==> config.mk <==
export PLATFORM = sky130hd
export DESIGN_NAME = pipeline_stall_ctrl
export DESIGN_NICKNAME = d
export VERILOG_FILES = /design/src/rtl/pipeline_stall_ctrl.sv
export SDC_FILE = /design/constraint.sdc
export NUM_CORES = 1
export LEC_CHECK = 0
export CAP_MARGIN = 5
export CORE_MARGIN = 2
export CORE_UTILIZATION = 43
export DETAILED_ROUTE_END_ITERATION = 10
export HOLD_SLACK_MARGIN = 0.15
export PLACE_DENSITY = 0.72
export SYNTH_ARGS = -nofsm -noshare
export SYNTH_HDL_FRONTEND = slang
export SYNTH_SLANG_ARGS = --single-unit
==> constraint.sdc <==
create_clock -name clk -period 2.1 [get_ports clk]
set_clock_uncertainty 0.05 [all_clocks]
set_input_delay 0.21 -clock clk [delete_from_list [all_inputs] [get_ports clk]]
set_output_delay 0.21 -clock clk [all_outputs]
set_load 0.02 [all_outputs]
==> src/rtl/pipeline_stall_ctrl.sv <==
`default_nettype none
// ============================================================================
// Module      : pipeline_stall_ctrl
// Description : Stall generator for the 5-stage pipeline. Drives the PC write
//               enable, the IF/ID register enable and the ID/EX bubble flush.
//               Stall sources are the post-reset pipeline-fill window,
//               load-use data hazards and multi-cycle data-memory accesses.
//
// Ports       : clk        - system clock, rising edge
//               rst        - asynchronous active-high reset
//               id_rs      - rs of the instruction in ID
//               id_rt      - rt of the instruction in ID
//               id_uses_rt - ID instruction reads rt
//               ex_memread - EX-stage instruction is a load
//               ex_rt      - destination register of the EX-stage load
//               mem_req    - MEM stage starts or holds a data-memory access
//               mem_ready  - data memory completes the access this cycle
//               PCEn       - PC write enable
//               IFIDEn     - IF/ID register enable
//               IDEXFlush  - load a bubble into ID/EX
//               mem_stall  - whole pipeline frozen for a memory wait
//               mem_err    - sticky memory-timeout flag
//               stall_cnt  - saturating count of cycles with PCEn=0
//
// Revision    : 1.0 - initial release
// ============================================================================
module pipeline_stall_ctrl #(
    parameter int FILL_CYCLES = 2,
    parameter int MEM_TIMEOUT = 16,
    parameter int CNT_W       = 16
) (
    input  logic             clk,
    input  logic             rst,
    input  logic [4:0]       id_rs,
    input  logic [4:0]       id_rt,
    input  logic             id_uses_rt,
    input  logic             ex_memread,
    input  logic [4:0]       ex_rt,
    input  logic             mem_req,
    input  logic             mem_ready,
    output logic             PCEn,
    output logic             IFIDEn,
    output logic             IDEXFlush,
    output logic             mem_stall,
    output logic             mem_err,
    output logic [CNT_W-1:0] stall_cnt
);

    localparam int FILL_W = (FILL_CYCLES > 2) ? $clog2(FILL_CYCLES) : 1;
    localparam int WAIT_W = (MEM_TIMEOUT < 1) ? 1 : $clog2(MEM_TIMEOUT + 1);

    localparam logic [FILL_W-1:0] FILL_LAST  = FILL_W'((FILL_CYCLES > 0) ? FILL_CYCLES - 1 : 0);
    localparam logic [WAIT_W-1:0] WAIT_LIMIT = WAIT_W'(MEM_TIMEOUT);

    typedef enum logic [1:0] {
        ST_FILL    = 2'd0,
        ST_RUN     = 2'd1,
        ST_MEMWAIT = 2'd2
    } state_t;

    // With no fill window the controller starts hazard checking immediately.
    localparam state_t RESET_STATE = (FILL_CYCLES == 0) ? ST_RUN : ST_FILL;

    state_t              state_q, state_d;
    logic [FILL_W-1:0]   fill_q,  fill_d;
    logic [WAIT_W-1:0]   wait_q,  wait_d;
    logic                mem_err_q, mem_err_d;
    logic [CNT_W-1:0]    stall_cnt_q;

    logic                load_use;
    logic [WAIT_W-1:0]   wait_inc;
    logic                pcen_w;
    logic                ifiden_w;
    logic                flush_w;
    logic                mstall_w;

    assign load_use = ex_memread && (ex_rt != 5'd0) &&
                      ((ex_rt == id_rs) || (id_uses_rt && (ex_rt == id_rt)));

    assign wait_inc = wait_q + 1'b1;

    always_comb begin
        state_d   = state_q;
        fill_d    = fill_q;
        wait_d    = wait_q;
        mem_err_d = mem_err_q;
        pcen_w    = 1'b1;
        ifiden_w  = 1'b1;
        flush_w   = 1'b0;
        mstall_w  = 1'b0;

        case (state_q)
            ST_FILL: begin
                // Pipeline registers hold no valid instructions yet: ignore inputs.
                if (fill_q == FILL_LAST) begin
                    state_d = ST_RUN;
                    fill_d  = '0;
                end else begin
                    fill_d  = fill_q + 1'b1;
                end
            end

            ST_RUN: begin
                // Memory stall outranks load-use; the hazard is re-checked once
                // the access completes because ID/EX contents are frozen meanwhile.
                if (mem_req && !mem_ready) begin
                    pcen_w   = 1'b0;
                    ifiden_w = 1'b0;
                    mstall_w = 1'b1;
                    state_d  = ST_MEMWAIT;
                    wait_d   = WAIT_W'(1);
                end else if (load_use) begin
                    pcen_w   = 1'b0;
                    ifiden_w = 1'b0;
                    flush_w  = 1'b1;
                end
            end

            ST_MEMWAIT: begin
                // Stay frozen through the ready cycle so the data is captured
                // on that edge.
                pcen_w   = 1'b0;
                ifiden_w = 1'b0;
                mstall_w = 1'b1;
                if (mem_ready || !mem_req) begin
                    state_d = ST_RUN;
                    wait_d  = '0;
                end else if (wait_inc >= WAIT_LIMIT) begin
                    // Give up on the access and flag it; the flag is sticky.
                    mem_err_d = 1'b1;
                    state_d   = ST_RUN;
                    wait_d    = '0;
                end else begin
                    wait_d  = wait_inc;
                end
            end

            default: begin
                state_d = RESET_STATE;
                fill_d  = '0;
                wait_d  = '0;
            end
        endcase
    end

    always_ff @(posedge clk or posedge rst) begin
        if (rst) begin
            state_q     <= RESET_STATE;
            fill_q      <= '0;
            wait_q      <= '0;
            mem_err_q   <= 1'b0;
            stall_cnt_q <= '0;
        end else begin
            state_q   <= state_d;
            fill_q    <= fill_d;
            wait_q    <= wait_d;
            mem_err_q <= mem_err_d;
            if (!pcen_w && (stall_cnt_q != {CNT_W{1'b1}})) begin
                stall_cnt_q <= stall_cnt_q + 1'b1;
            end
        end
    end

    // Reset forces the run-free output pattern even when the reset state is RUN.
    assign PCEn      = rst | pcen_w;
    assign IFIDEn    = rst | ifiden_w;
    assign IDEXFlush = ~rst & flush_w;
    assign mem_stall = ~rst & mstall_w;
    assign mem_err   = mem_err_q;
    assign stall_cnt = stall_cnt_q;

endmodule
`default_nettype wire
* Word level (Yosys, flattened, before mapping)
Cells that the tools add are included.
** Word-level totals
- Input port bits :: 21
- Word-level logic and storage cells :: 58
- Register bits after elaboration :: 25
- Output and inout bits :: 21
** Operators by class
- Equal/unequal tests :: 8
- Bitwise logic cells :: 6
- Mux-type cells :: 19
- Magnitude comparators :: 1
- $add $sub $neg :: 3
- Reduce and logical (&&, ||, !) cells :: 16
** Operators with widths (number)
- 16-bit by 1-bit adder with 16-bit output, second input constant :: 1
- 16-bit inequality test, second input constant :: 1
- 5-bit 2-to-1 mux :: 3
- 5-bit case mux with 3 select lines :: 1
- 5-bit equality test :: 2
- 2-bit 2-to-1 mux :: 4
- 1-bit 2-to-1 mux :: 7
- 1-bit case mux with 2 select lines :: 3
- 2-bit case mux with 3 select lines :: 1
- 3-bit AND reduction :: 2
- 5-bit by 1-bit adder with 5-bit output, second input constant :: 1
- 5-bit >= comparator, second input constant :: 1
- 1-bit logical AND :: 5
- 5-bit nonzero test :: 1
- 2-bit inequality test, second input constant :: 2
- 1-bit logical NOT :: 3
- 3-bit inequality test, second input constant :: 1
- 1-bit inverter :: 3
- 1-bit bitwise AND :: 2
- 2-bit by 1-bit equality test with 1-bit output, second input constant :: 1
- 2-bit equality test, second input constant :: 1
- 2-bit logical NOT :: 1
- 1-bit logical OR :: 2
- 2-bit AND reduction :: 1
- other kinds (3) :: 3

* Logic depth before layout (Yosys ltp)
Gate-level depths: netlist (run 1).
- Depth in word-level cells :: 9
- Depth in mapped cells :: 7
- Depth with buffers taken out :: 7

* Worst setup path after synthesis (run 1)
Ideal clock, no wire load.
- Path kind :: register -> register
- Start point :: register stall_cnt_q[0], in the netlist stall_cnt[0]
- End point :: register stall_cnt_q[6], in the netlist stall_cnt[6]
- Buffers on the path :: 0
- Period minus slack after synthesis :: 1.993 ns
- Cell stages (with the launch flop) :: 7
- Required time :: 1.924 ns
- Library setup time :: 0.126 ns
- Setup slack :: 0.107 ns
- Data arrival time :: 1.817 ns
- Cell sequence :: dfrtp_1 -> ha_1 -> nand4_1 -> nor4_1 -> a211oi_1 -> nand2b_1 -> o32a_1
** Between the ends
- Longest elaborated chain between the ends :: 2
- Elaborated cells between the ends (all ways) :: 3
- Classes of those cells :: 1 x add/sub; 1 x eq/ne; 1 x reduce/logical
** Ends and longest elaborated chain
- start: declaration :: RTL line 68 : logic [CNT_W-1:0] stall_cnt_q;
- start signal: assignment :: RTL line 159 : stall_cnt_q <= stall_cnt_q + 1'b1;
- branches (longest 2 deep; another with 16-bit by 1-bit adder with 16-bit output)
Parallel ways; which one is timed is not known.
A chain may end at the register's enable or synchronous reset.

* Final worst setup path (run 1)
- Start point :: register state_q[0]
- End point :: register stall_cnt_q[9], in the netlist stall_cnt[9]
** Between the ends
- Longest elaborated chain between the ends :: 4
- Elaborated cells between the ends (all ways) :: 5
- Classes of those cells :: 2 x eq/ne; 1 x mux; 2 x reduce/logical
** Ends and longest elaborated chain
- start: declaration :: RTL line 64 : state_t state_q, state_d;
- start signal: assignment :: RTL line 154 : state_q <= state_d;
- 2-bit equality test or 2-bit by 1-bit equality test with 1-bit output (tied branches) :: RTL line 92 : case (state_q)
- 1-bit case mux with 2 select lines (*) :: RTL line 92
- 1-bit logical NOT (*) :: RTL line 158 : if (!pcen_w && (stall_cnt_q != {CNT_W{1'b1}})) begin
- 1-bit logical AND (*) :: RTL line 158
Mark *: on every way between the ends. The rest lies on a longest branch, timed or not.

==> summary.txt, run 1 <==
Power and ir drop
  • Switching Fraction: 0.4031
  • Clock Power Share: 0.102
  • Pwr per Cell Area: 976.2 mW/mm^2
  • Leakage: around 0.97 nW
  • Comb power frac: 0.576
  • Max VDD drop: around 0.00056 V
  • Total Power: around 2.2 mW
  • Pint: about 1.3 mW
  • Sequential power share: 0.322
  • Switch Pwr: 0.8770 mW

Setup path
  • Crit-path max FO: 5
  • Crit path launch: state_q[0]$_DFFE_PP0P_
  • CP startpoint kind: register
  • Required @ worst endpoint: approximately 2300 ps
  • Worst r2r src: state_q[0]$_DFFE_PP0P_
  • Kind of critical path: register to register
  • Crit. End Element: register
  • Worst EP arrival: about 2300 ps

Placed design
  • Post-DP HPWL: about 2700 um
  • Worst slack at placement: -492.2 ps
  • Placed Area: around 0.0021 mm^2
  • Input/output buffers: a little over 40
  • Placer Congestion: 0.8280

GRT
  • Initial antenna violation count: 0
  • Total track usage: 0.1824
  • Global-route wire length before repair: about 6000 um
  • Largest net degree at the start of global routing: 26
  • Total gr overflow: 0
  • Number of global-route vias before repair: ~1.4k

Detailed routing
  • Final WL: 3516 um
  • Routed vias/inst: 5.303
  • Avg WL per Cell: about 13 um
  • Initial DRC count: between 40 and 50
  • DRC viols: 0
  • ANT nets after route: 0
  • Via count: around 1.4k
  • DR pass1 iterations: 4

CTS
  • CTS clk-pin slew, worst paths: ~150 ps
  • CTS Buffer Depth: 2
  • TritonCTS clock tree: yes
  • Clock root cell: clkbuf_4
  • H-tree depth: 1
  • CTS sink cnt: 25
  • Clk_lat worst skew: around 320 ps
  • TritonCTS Buffers: 3

Run status
  • Status: finished clean

Cells and area
  • Share of layout cells above drive strength 1: 0.2353
  • Antenna cells: 0
  • Most common cell after layout, fill and taps aside: clkdlybuf4s50_1
  • Final Util: 0.6574
  • Nets@finish: roughly 250
  • Fin area: around 0.0022 mm^2
  • Most frequent cells in the layout: clkdlybuf4s50_1, dfrtp_1, buf_4, nand2_1, xor2_1
  • Area grow syn2layout: 45.03%
  • Number of fillers in the final layout: 278

STA
  • Fin worst setup slack: approximately 39 ps
  • # setup viols final: 0
  • Max-slew violations: 0
  • RSZ-0062 raised after global routing: yes
  • Max_slew headroom: 0.7854
  • Fin crit share: 0.9813
  • Final hold vios: 0
  • Worst Tran Pin Value: ~320 ps
  • Min Tclk post-route: 2061 ps
  • F_max: just under 0.5 GHz

Yosys
  • Sequential share of the synthesized area: 0.4072
  • Number of synthesized flops with an enable pin: 0
  • Mapped Nets: about 190
  • Gate Count Post-Synth: between 150 and 200
  • Post-Synth XOR/XNOR Area: 0.1254
  • Mapped Area: ~0.0015 mm^2
  • Post-synthesis mux area share: 0.02932
  • Ys flop type: dfrtp_1
  • Compound-Gate Fraction of Synth Area: 0.08713
  • Cell variety after synth: 38
  • Largest family of logic cells by synthesized area: simple AND/OR/NAND/NOR gates
  • Yosys warnings: 0
  • Simple-gate share of the synthesized area: 0.2777
  • Post-Synth Adder-Cell Area: 0.04886
  • Syn avg cell area: approximately 9.7 um^2
  • Count of state elements after synthesis: 25
  • Ys async rst share: 1.000

Die
  • Chip Height: about 64 um
  • Core area: around 0.0034 mm^2
  • Die X: 63.78 um
  • Starting Density: 0.4533
  • Io pins: between 40 and 50
  • Die area: around 0.004 mm^2
  • Row count: 21

Run
  • Max cap viols: 0

Hold path
  • Hold Path Class: input port to asynchronous set/reset pin
==> area by class of cell <==
| class | instances | area [um^2] | share of cell area |
|---|---|---|---|
| clock inverters | 1 | 7.507 | 0.003369 |
| well taps | 46 | 57.56 | 0.02583 |
| multi-input cells | 125 | 917.1 | 0.4116 |
| repair buffers | 61 | 574.3 | 0.2577 |
| flip-flops and latches | 25 | 626.9 | 0.2813 |
| inverters | 6 | 22.52 | 0.01011 |
| clock buffers | 3 | 22.52 | 0.01011 |
==> worst max-delay path, stage by stage, from the launching register on <==
cell and delay, ps:
dfrtp_2 470, ha_4 180, and2_4 140, a21o_4 230, or4_4 590, nor3_4 190, xor2_1 150
==> what timing repair did <==
action                     4_1_cts  5_1_grt
buffers inserted                 1        3
resized for setup               19       23
pin swaps                        3        8
hold buffers                     0        0
setup endpoints to repair        6       10
==> metrics by stage <==
stage | TNS, ps | hold slack [ps] | instances
2_1_floorplan | 0 | 187.3 | 158
3_3_place_gp | -3812 | 410.9 | 259
3_5_place_dp | -4796 | 415.8 | 259
4_1_cts | 0 | 305.0 | 264
5_1_grt | -76.66 | 285.3 | 267
6_report | 0 | 280.6 | 267
==> sequential cells by signal, summed over array words and instances (netlist names) <==
signal / count
stall_cnt: 16
wait_q: 5
mem_err: 1
fill_q: 1
state_q: 2
==> per-layer routing <==
layer  up-vias  GRT usage  routed length [um]
met4         0    0.05707                  27
met3         2    0.01232                 114
li1        692          -                   -
met1       686     0.2178                1503
met5         -          0                   0
met2        36     0.3461                1870
==> synth_stat cells, drive strengths merged (4+ instances only) <==
cell | number | share of area
dfrtp | 25 | 0.41
ha | 6 | 0.049
inv | 6 | 0.015
mux2 | 4 | 0.029
nand2 | 15 | 0.037
nand2b | 4 | 0.021
nand3 | 8 | 0.026
nand4 | 8 | 0.033
nor2 | 13 | 0.032
nor3 | 9 | 0.042
nor4 | 5 | 0.030
o21ai | 9 | 0.032
xnor2 | 9 | 0.051
xor2 | 13 | 0.074
==> logic make-up after synthesis <==
logic type | after synthesis
fa+ha+maj | 6
compound gates | 20
flops | 25
mux | 4
xor+xnor | 22
buf+inv | 8
simple gates | 73
==> power groups by stage <==
stage	sequential, mW	combinational, mW	clock [mW]
2_1_floorplan	0.758	0.574	0
3_3_place_gp	0.695	1.11	0
3_5_place_dp	0.703	1.12	0
4_1_cts	0.689	1.13	0.230
5_1_grt	0.719	1.39	0.257
6_report	0.699	1.25	0.222
==> worst paths after layout <==
path,endpoint,slack [ps],depth (start not counted)
worst max-delay path,stall_cnt[9]$_DFFE_PP0P_,40,6
worst min-delay path,state_q[1]$_DFFE_PP0P_,280,3
worst max register to register,stall_cnt[9]$_DFFE_PP0P_,40,6
worst min register to register,mem_err$_DFFE_PP0P_,450,1
max in group asynchronous,stall_cnt[5]$_DFFE_PP0P_,1460,3
min in group clk,mem_err$_DFFE_PP0P_,450,1
Power figures use the tool's default switching activity.
==> inputs of run 2 (changes only) <==
--- a/config.mk
+++ b/config.mk
@@ -6,8 +6,8 @@
 export NUM_CORES = 1
 export LEC_CHECK = 0
 export CAP_MARGIN = 5
-export CORE_MARGIN = 2
 export CORE_UTILIZATION = 43
+export CTS_CLUSTER_DIAMETER = 30
 export DETAILED_ROUTE_END_ITERATION = 10
 export HOLD_SLACK_MARGIN = 0.15
 export PLACE_DENSITY = 0.72
==> run 2 against run 1 <==
Die area down 6.2%. Total power is 2.5% lower. Final area fell by 0.67%. Routed wire length grew 2.6%. Via count shrank 0.99%. Hold slack better by 37 ps. Final cell count increased by 0.75%. Non-clock buffer count grew 2. Critical path depth increased by 1. Clock power fell by 4%. Global-route usage grew 1.3 points. Combinational power decreased by 3%. Critical path type is now input port to primary output.
==> summary.txt, run 2 (synthesis gave the netlist of run 1 again) <==
GRT
  • Initial antenna violation count: 0 (unchanged)
  • Largest net degree at the start of global routing: 26 (unchanged)
  • Number of global-route vias before repair: 1345 (was 1404)
  • Total track usage: 0.1958 (was 0.1824)
  • Global-route wire length before repair: 5595 um (was 5996 um)
  • Total gr overflow: 0 (unchanged)

Placed design
  • Placed Cells: 264 (was 259)
  • Placer Congestion: 0.8268 (was 0.8280)
  • Input/output buffers: 41 (unchanged)
  • Post-DP HPWL: 2813 um (was 2673 um)
  • Worst slack at placement: -488.7 ps (was -492.2 ps)

Setup path
  • Crit path launch: id_rs[4] (was state_q[0]$_DFFE_PP0P_)
  • Required @ worst endpoint: 1840 ps (was 2300 ps)
  • Kind of critical path: input port to primary output (was register to register)
  • Setup crit end: IFIDEn (was stall_cnt[9]$_DFFE_PP0P_)
  • Crit. End Element: primary output (was register)
  • Worst EP arrival: 1780 ps (was 2260 ps)
  • Worst r2r src: state_q[0]$_DFFE_PP0P_ (unchanged)
  • Crit-path max FO: 2 (was 5)
  • R2r setup slk: 60 ps (was 40 ps)
  • Worst reg2reg endpoint: stall_cnt[13]$_DFFE_PP0P_ (was stall_cnt[9]$_DFFE_PP0P_)
  • CP startpoint kind: input port (was register)
  • FF-to-FF path depth: 7 (was 6)

Die
  • Row count: 21 (unchanged)
  • Starting Density: 0.4533 (unchanged)
  • Die area: 0.003816 mm^2 (was 0.004067 mm^2)
  • Die X: 61.78 um (was 63.78 um)
  • Io pins: 42 (unchanged)
  • Chip Height: 61.78 um (was 63.78 um)
  • Core area: 0.003390 mm^2 (unchanged)

STA
  • Final hold vios: 0 (unchanged)
  • RSZ-0062 raised after global routing: yes (unchanged)
  • Fin worst setup slack: 61.14 ps (was 39.32 ps)
  • F_max: 0.4905 GHz (was 0.4853 GHz)
  • # setup viols final: 0 (unchanged)
  • Max_slew headroom: 0.7357 (was 0.7854)
  • TNS Setup: 0 ps (unchanged)
  • Worst Tran Pin Value: 392.9 ps (was 321.9 ps)
  • Fin crit share: 0.9709 (was 0.9813)
  • Min Tclk post-route: 2039 ps (was 2061 ps)
  • Max-slew violations: 0 (unchanged)

Hold path
  • Hold Path Class: input port to asynchronous set/reset pin (unchanged)

Power and ir drop
  • Leakage: 0.9580 nW (was 0.9686 nW)
  • Switching Fraction: 0.4126 (was 0.4031)
  • Pint: 1.245 mW (was 1.298 mW)
  • Switch Pwr: 0.8748 mW (was 0.8770 mW)
  • Total Power: 2.120 mW (was 2.175 mW)
  • Max VDD drop: 0.0006221 V (was 0.0005582 V)
  • Sequential power share: 0.328 (was 0.322)
  • Clock Power Share: 0.101 (was 0.102)
  • Pwr per Cell Area: 957.9 mW/mm^2 (was 976.2 mW/mm^2)
  • Comb power frac: 0.571 (was 0.576)

Detailed routing
  • Via count: 1402 (was 1416)
  • ANT nets after route: 0 (unchanged)
  • Initial DRC count: 49 (unchanged)
  • Final WL: 3607 um (was 3516 um)
  • DR pass1 iterations: 4 (unchanged)
  • Avg WL per Cell: 13.41 um (was 13.17 um)
  • DRC viols: 0 (unchanged)
  • Routed vias/inst: 5.212 (was 5.303)

CTS
  • TritonCTS clock tree: yes (unchanged)
  • CTS sink cnt: 25 (unchanged)
  • CTS clk-pin slew, worst paths: 140 ps (was 150 ps)
  • Clock root cell: clkbuf_4 (unchanged)
  • H-tree depth: 1 (unchanged)
  • Clk_lat worst skew: 310 ps (was 320 ps)
  • Hold Buf Count CTS: 0 (unchanged)
  • TritonCTS Buffers: 3 (unchanged)
  • CTS Buffer Depth: 2 (unchanged)

Cells and area
  • Number of fillers in the final layout: 274 (was 278)
  • Max reg flops: 16 (unchanged)
  • Share of layout cells above drive strength 1: 0.2018 (was 0.2353)
  • Cell Count, Final, Fillers Out: 269 (was 267)
  • Most common cell after layout, fill and taps aside: clkdlybuf4s50_1 (unchanged)
  • Most frequent cells in the layout: clkdlybuf4s50_1, dfrtp_1, buf_4, nand2_1 (was clkdlybuf4s50_1, dfrtp_1, buf_4, nand2_1, xor2_1)
  • Area grow syn2layout: 44.06% (was 45.03%)
  • Antenna cells: 0 (unchanged)
  • Nets@finish: 251 (was 249)

Run status
  • Status: finished clean (unchanged)

Run
  • Max cap viols: 0 (unchanged)
run 2: changes by cell type in the layout (fill, tap and decap cells not counted), moves of 2 or more:
cell,delta
buf_4,+3
clkdlybuf4s15_1,+2
inv_1,+2
inv_2,-2
nor2_1,+2
nor2_2,-2
nor3_2,+2
run 2: power by group through the flow:
stage / Sequential (mW) / Clock (mW) / Combinational [mW]
global placement: 0.690 / 0 / 1.10
finish: 0.695 / 0.214 / 1.21
detailed placement: 0.700 / 0 / 1.15
CTS: 0.691 / 0.225 / 1.14
global route: 0.709 / 0.243 / 1.31
floorplan: 0.758 / 0 / 0.574
run 2: worst min path at each step:
stage                              startpoint                       end  slack [ps]  cells after the start
after floorplan                           rst        fill_q$_DFFE_PP0P_         190                      1
after global placement    mem_err$_DFFE_PP0P_       mem_err$_DFFE_PP0P_         410                      1
after detailed placement  mem_err$_DFFE_PP0P_       mem_err$_DFFE_PP0P_         420                      1
after CTS                                 rst  stall_cnt[3]$_DFFE_PP0P_         310                      3
after global routing                      rst    state_q[0]$_DFFE_PP0P_         320                      3
final                                     rst    state_q[0]$_DFFE_PP0P_         320                      3
run 2: metrics by stage:
stage	instance area [um^2]	util	hold slack (ps)
floorplan	1536	-	187.3
global placement	2147	0.6334	409.3
detailed placement	2147	0.6334	419.4
CTS	2167	0.6394	307.9
global route	2213	0.6530	324.1
finish	2213	0.6530	317.7
run 2: worst max-delay path, cell delays in order:
cell and delay [ps]:
clkdlybuf4s50_1 500, xnor2_1 140, nand3_1 120, nor3_2 210
o21bai_1 110, a211o_1 350, buf_6 150
run 2: final cells by class:
class | instances | area, um^2 | area share
Tap cell | 46 | 57.56 | 0.02600
Timing Repair Buffer | 63 | 585.6 | 0.2646
Multi-Input combinational cell | 125 | 895.9 | 0.4047
Clock buffer | 4 | 26.28 | 0.01187
Inverter | 6 | 22.52 | 0.01018
Sequential cell | 25 | 625.6 | 0.2826
run 2: timing repair:
item,in CTS,in global routing
resized for setup,21,12
buffers inserted,0,1
pin swaps,3,4
setup endpoints to repair,7,12
run 2: per-layer routing:
metal | vias up | GRT usage | part of all wire
li1 | 693 | - | -
met5 | - | 0 | 0
met3 | 2 | 0.01863 | 0.027
met4 | 0 | 0.06032 | 0.0072
met1 | 673 | 0.2367 | 0.43
met2 | 34 | 0.3656 | 0.53
==> inputs of run 3 (changes only) <==
--- a/config.mk
+++ b/config.mk
@@ -10,6 +10,7 @@
 export CTS_CLUSTER_DIAMETER = 30
 export DETAILED_ROUTE_END_ITERATION = 10
 export HOLD_SLACK_MARGIN = 0.15
+export MAX_ROUTING_LAYER = met4
 export PLACE_DENSITY = 0.72
 export SYNTH_ARGS = -nofsm -noshare
 export SYNTH_HDL_FRONTEND = slang
==> run 3 against run 2 <==
Global-route usage rose by 0.62 points. Sequential cell count did not move. Critical path type unchanged. Final cell count did not move. Critical path depth did not move. Combinational power barely moved. Hold slack barely moved. First-iteration DRC count fell by 2.0%. Critical endpoint unchanged. Largest cell class unchanged.
==> summary.txt, run 3 (synthesis gave the netlist of run 1 again) <==
STA
  • Min Tclk post-route: 2040 ps (was 2039 ps)
  • Max-slew violations: 0 (unchanged)
  • Final hold vios: 0 (unchanged)
  • # setup viols final: 0 (unchanged)
  • Max_slew headroom: 0.7357 (unchanged)
  • Worst Tran Pin Value: 392.9 ps (unchanged)
  • RSZ-0062 raised after global routing: yes (unchanged)
  • F_max: 0.4901 GHz (was 0.4905 GHz)
  • Fin crit share: 0.9716 (was 0.9709)

Power and ir drop
  • Clock Power Share: 0.101 (about the same)
  • Switching Fraction: 0.4124 (was 0.4126)
  • Pwr per Cell Area: 957.6 mW/mm^2 (was 957.9 mW/mm^2)
  • Pint: 1.245 mW (unchanged)
  • Comb power frac: 0.571 (about the same)
  • Sequential power share: 0.328 (about the same)
  • Switch Pwr: 0.8741 mW (was 0.8748 mW)
  • Max VDD drop: 0.0006220 V (was 0.0006221 V)
  • Leakage: 0.9580 nW (unchanged)

Detailed routing
  • Initial DRC count: 48 (was 49)
  • Via count: 1401 (was 1402)
  • Avg WL per Cell: 13.39 um (was 13.41 um)
  • Final WL: 3602 um (was 3607 um)
  • DRC viols: 0 (unchanged)
  • ANT nets after route: 0 (unchanged)
  • Routed vias/inst: 5.208 (was 5.212)
  • DR pass1 iterations: 4 (unchanged)

Die
  • Row count: 21 (unchanged)
  • Chip Height: 61.78 um (unchanged)
  • Die area: 0.003816 mm^2 (unchanged)
  • Die X: 61.78 um (unchanged)
  • Io pins: 42 (unchanged)
  • Core area: 0.003390 mm^2 (unchanged)
  • Starting Density: 0.4533 (unchanged)

Setup path
  • Kind of critical path: input port to primary output (unchanged)
  • Worst EP arrival: 1780 ps (about the same)
  • Crit-path max FO: 2 (unchanged)
  • CP startpoint kind: input port (unchanged)
  • Crit. End Element: primary output (unchanged)
  • Required @ worst endpoint: 1840 ps (about the same)

CTS
  • Hold Buf Count CTS: 0 (unchanged)
  • CTS Buffer Depth: 2 (unchanged)
  • TritonCTS clock tree: yes (unchanged)
  • Clock root cell: clkbuf_4 (unchanged)
  • CTS clk-pin slew, worst paths: 140 ps (about the same)
  • Clk_lat worst skew: 310 ps (about the same)
  • H-tree depth: 1 (unchanged)
  • TritonCTS Buffers: 3 (unchanged)
  • CTS sink cnt: 25 (unchanged)

Placed design
  • Placer Congestion: 0.8394 (was 0.8268)
  • Post-DP HPWL: 2813 um (unchanged)
  • Input/output buffers: 41 (unchanged)
  • Placed Cells: 264 (unchanged)

GRT
  • Largest net degree at the start of global routing: 26 (unchanged)
  • Global-route wire length before repair: 5595 um (unchanged)
  • Total track usage: 0.2020 (was 0.1958)
  • Number of global-route vias before repair: 1345 (unchanged)
  • Total gr overflow: 0 (unchanged)
  • Initial antenna violation count: 0 (unchanged)

Cells and area
  • Most common cell after layout, fill and taps aside: clkdlybuf4s50_1 (unchanged)
  • Most frequent cells in the layout: clkdlybuf4s50_1, dfrtp_1, buf_4, nand2_1 (unchanged)
  • Area grow syn2layout: 44.06% (unchanged)
  • Max reg flops: 16 (unchanged)
  • Nets@finish: 251 (unchanged)
  • Share of layout cells above drive strength 1: 0.2018 (unchanged)
  • Final Util: 0.6530 (unchanged)
  • Cell Count, Final, Fillers Out: 269 (unchanged)
  • Antenna cells: 0 (unchanged)

Hold path
  • Hold Path Class: input port to asynchronous set/reset pin (unchanged)

Run
  • Max cap viols: 0 (unchanged)

Run status
  • Status: finished clean (unchanged)
[run 3: final timing paths]
kind                                        start  cells after the start  slack [ps]                        end
hold / removal                                rst                      3         320     state_q[0]$_DFFE_PP0P_
setup / recovery                         id_rs[4]                      7          60                     IFIDEn
min in group clk              mem_err$_DFFE_PP0P_                      1         450        mem_err$_DFFE_PP0P_
hold reg to reg               mem_err$_DFFE_PP0P_                      1         450        mem_err$_DFFE_PP0P_
max in group asynchronous                     rst                      3        1430   stall_cnt[5]$_DFFE_PP0P_
setup reg to reg           state_q[0]$_DFFE_PP0P_                      7          60  stall_cnt[13]$_DFFE_PP0P_
[run 3: stage by stage]
stage                     hold slack [ps]  TNS [ps]  setup WS, ps  cell area, um^2  power, mW
after CTS                           307.9         0         8.985             2167      2.054
final                               317.6         0         59.63             2213      2.119
after floorplan                     187.3         0         106.7             1536      1.333
after global routing                324.1    -69.79        -25.82             2213      2.261
after detailed placement            419.4     -4696        -488.7             2147      1.846
after global placement              409.3     -3647        -420.4             2147      1.792
[run 3: power groups by stage]
stage          sequential (mW)  combinational [mW]  clock [mW]
2_1_floorplan            0.758               0.574           0
3_3_place_gp             0.690                1.10           0
3_5_place_dp             0.700                1.15           0
4_1_cts                  0.691                1.14       0.225
5_1_grt                  0.709                1.31       0.243
6_report                 0.695                1.21       0.214
[run 3: final cells by class]
type | instances | area, um^2
timing repair buffer | 63 | 585.6
fill | 274 | 1176
multi-input combinational | 125 | 895.9
sequential | 25 | 625.6
tap | 46 | 57.56
clock buffer | 4 | 26.28
inverter | 6 | 22.52
[run 3: repair_timing]
item | in CTS | in global routing
resized for setup | 21 | 12
setup buffers | 0 | 1
hold endpoints to repair | 0 | 0
setup endpoints to repair | 7 | 12
pin swaps | 3 | 4
cloned | 0 | 0
[run 3: worst max-delay path, stage by stage]
cell	delay (ps)
clkdlybuf4s50_1	500
xnor2_1	140
nand3_1	120
nor3_2	210
o21bai_1	110
a211o_1	350
buf_6	150
[run 3: routing by layer]
layer | share of wire | GRT usage | vias to the layer above
met2 | 0.53 | 0.3656 | 34
met3 | 0.026 | 0.01656 | 2
met5 | 0 | - | -
met1 | 0.43 | 0.2380 | 672
met4 | 0.0072 | 0.06032 | 0
li1 | - | - | 693
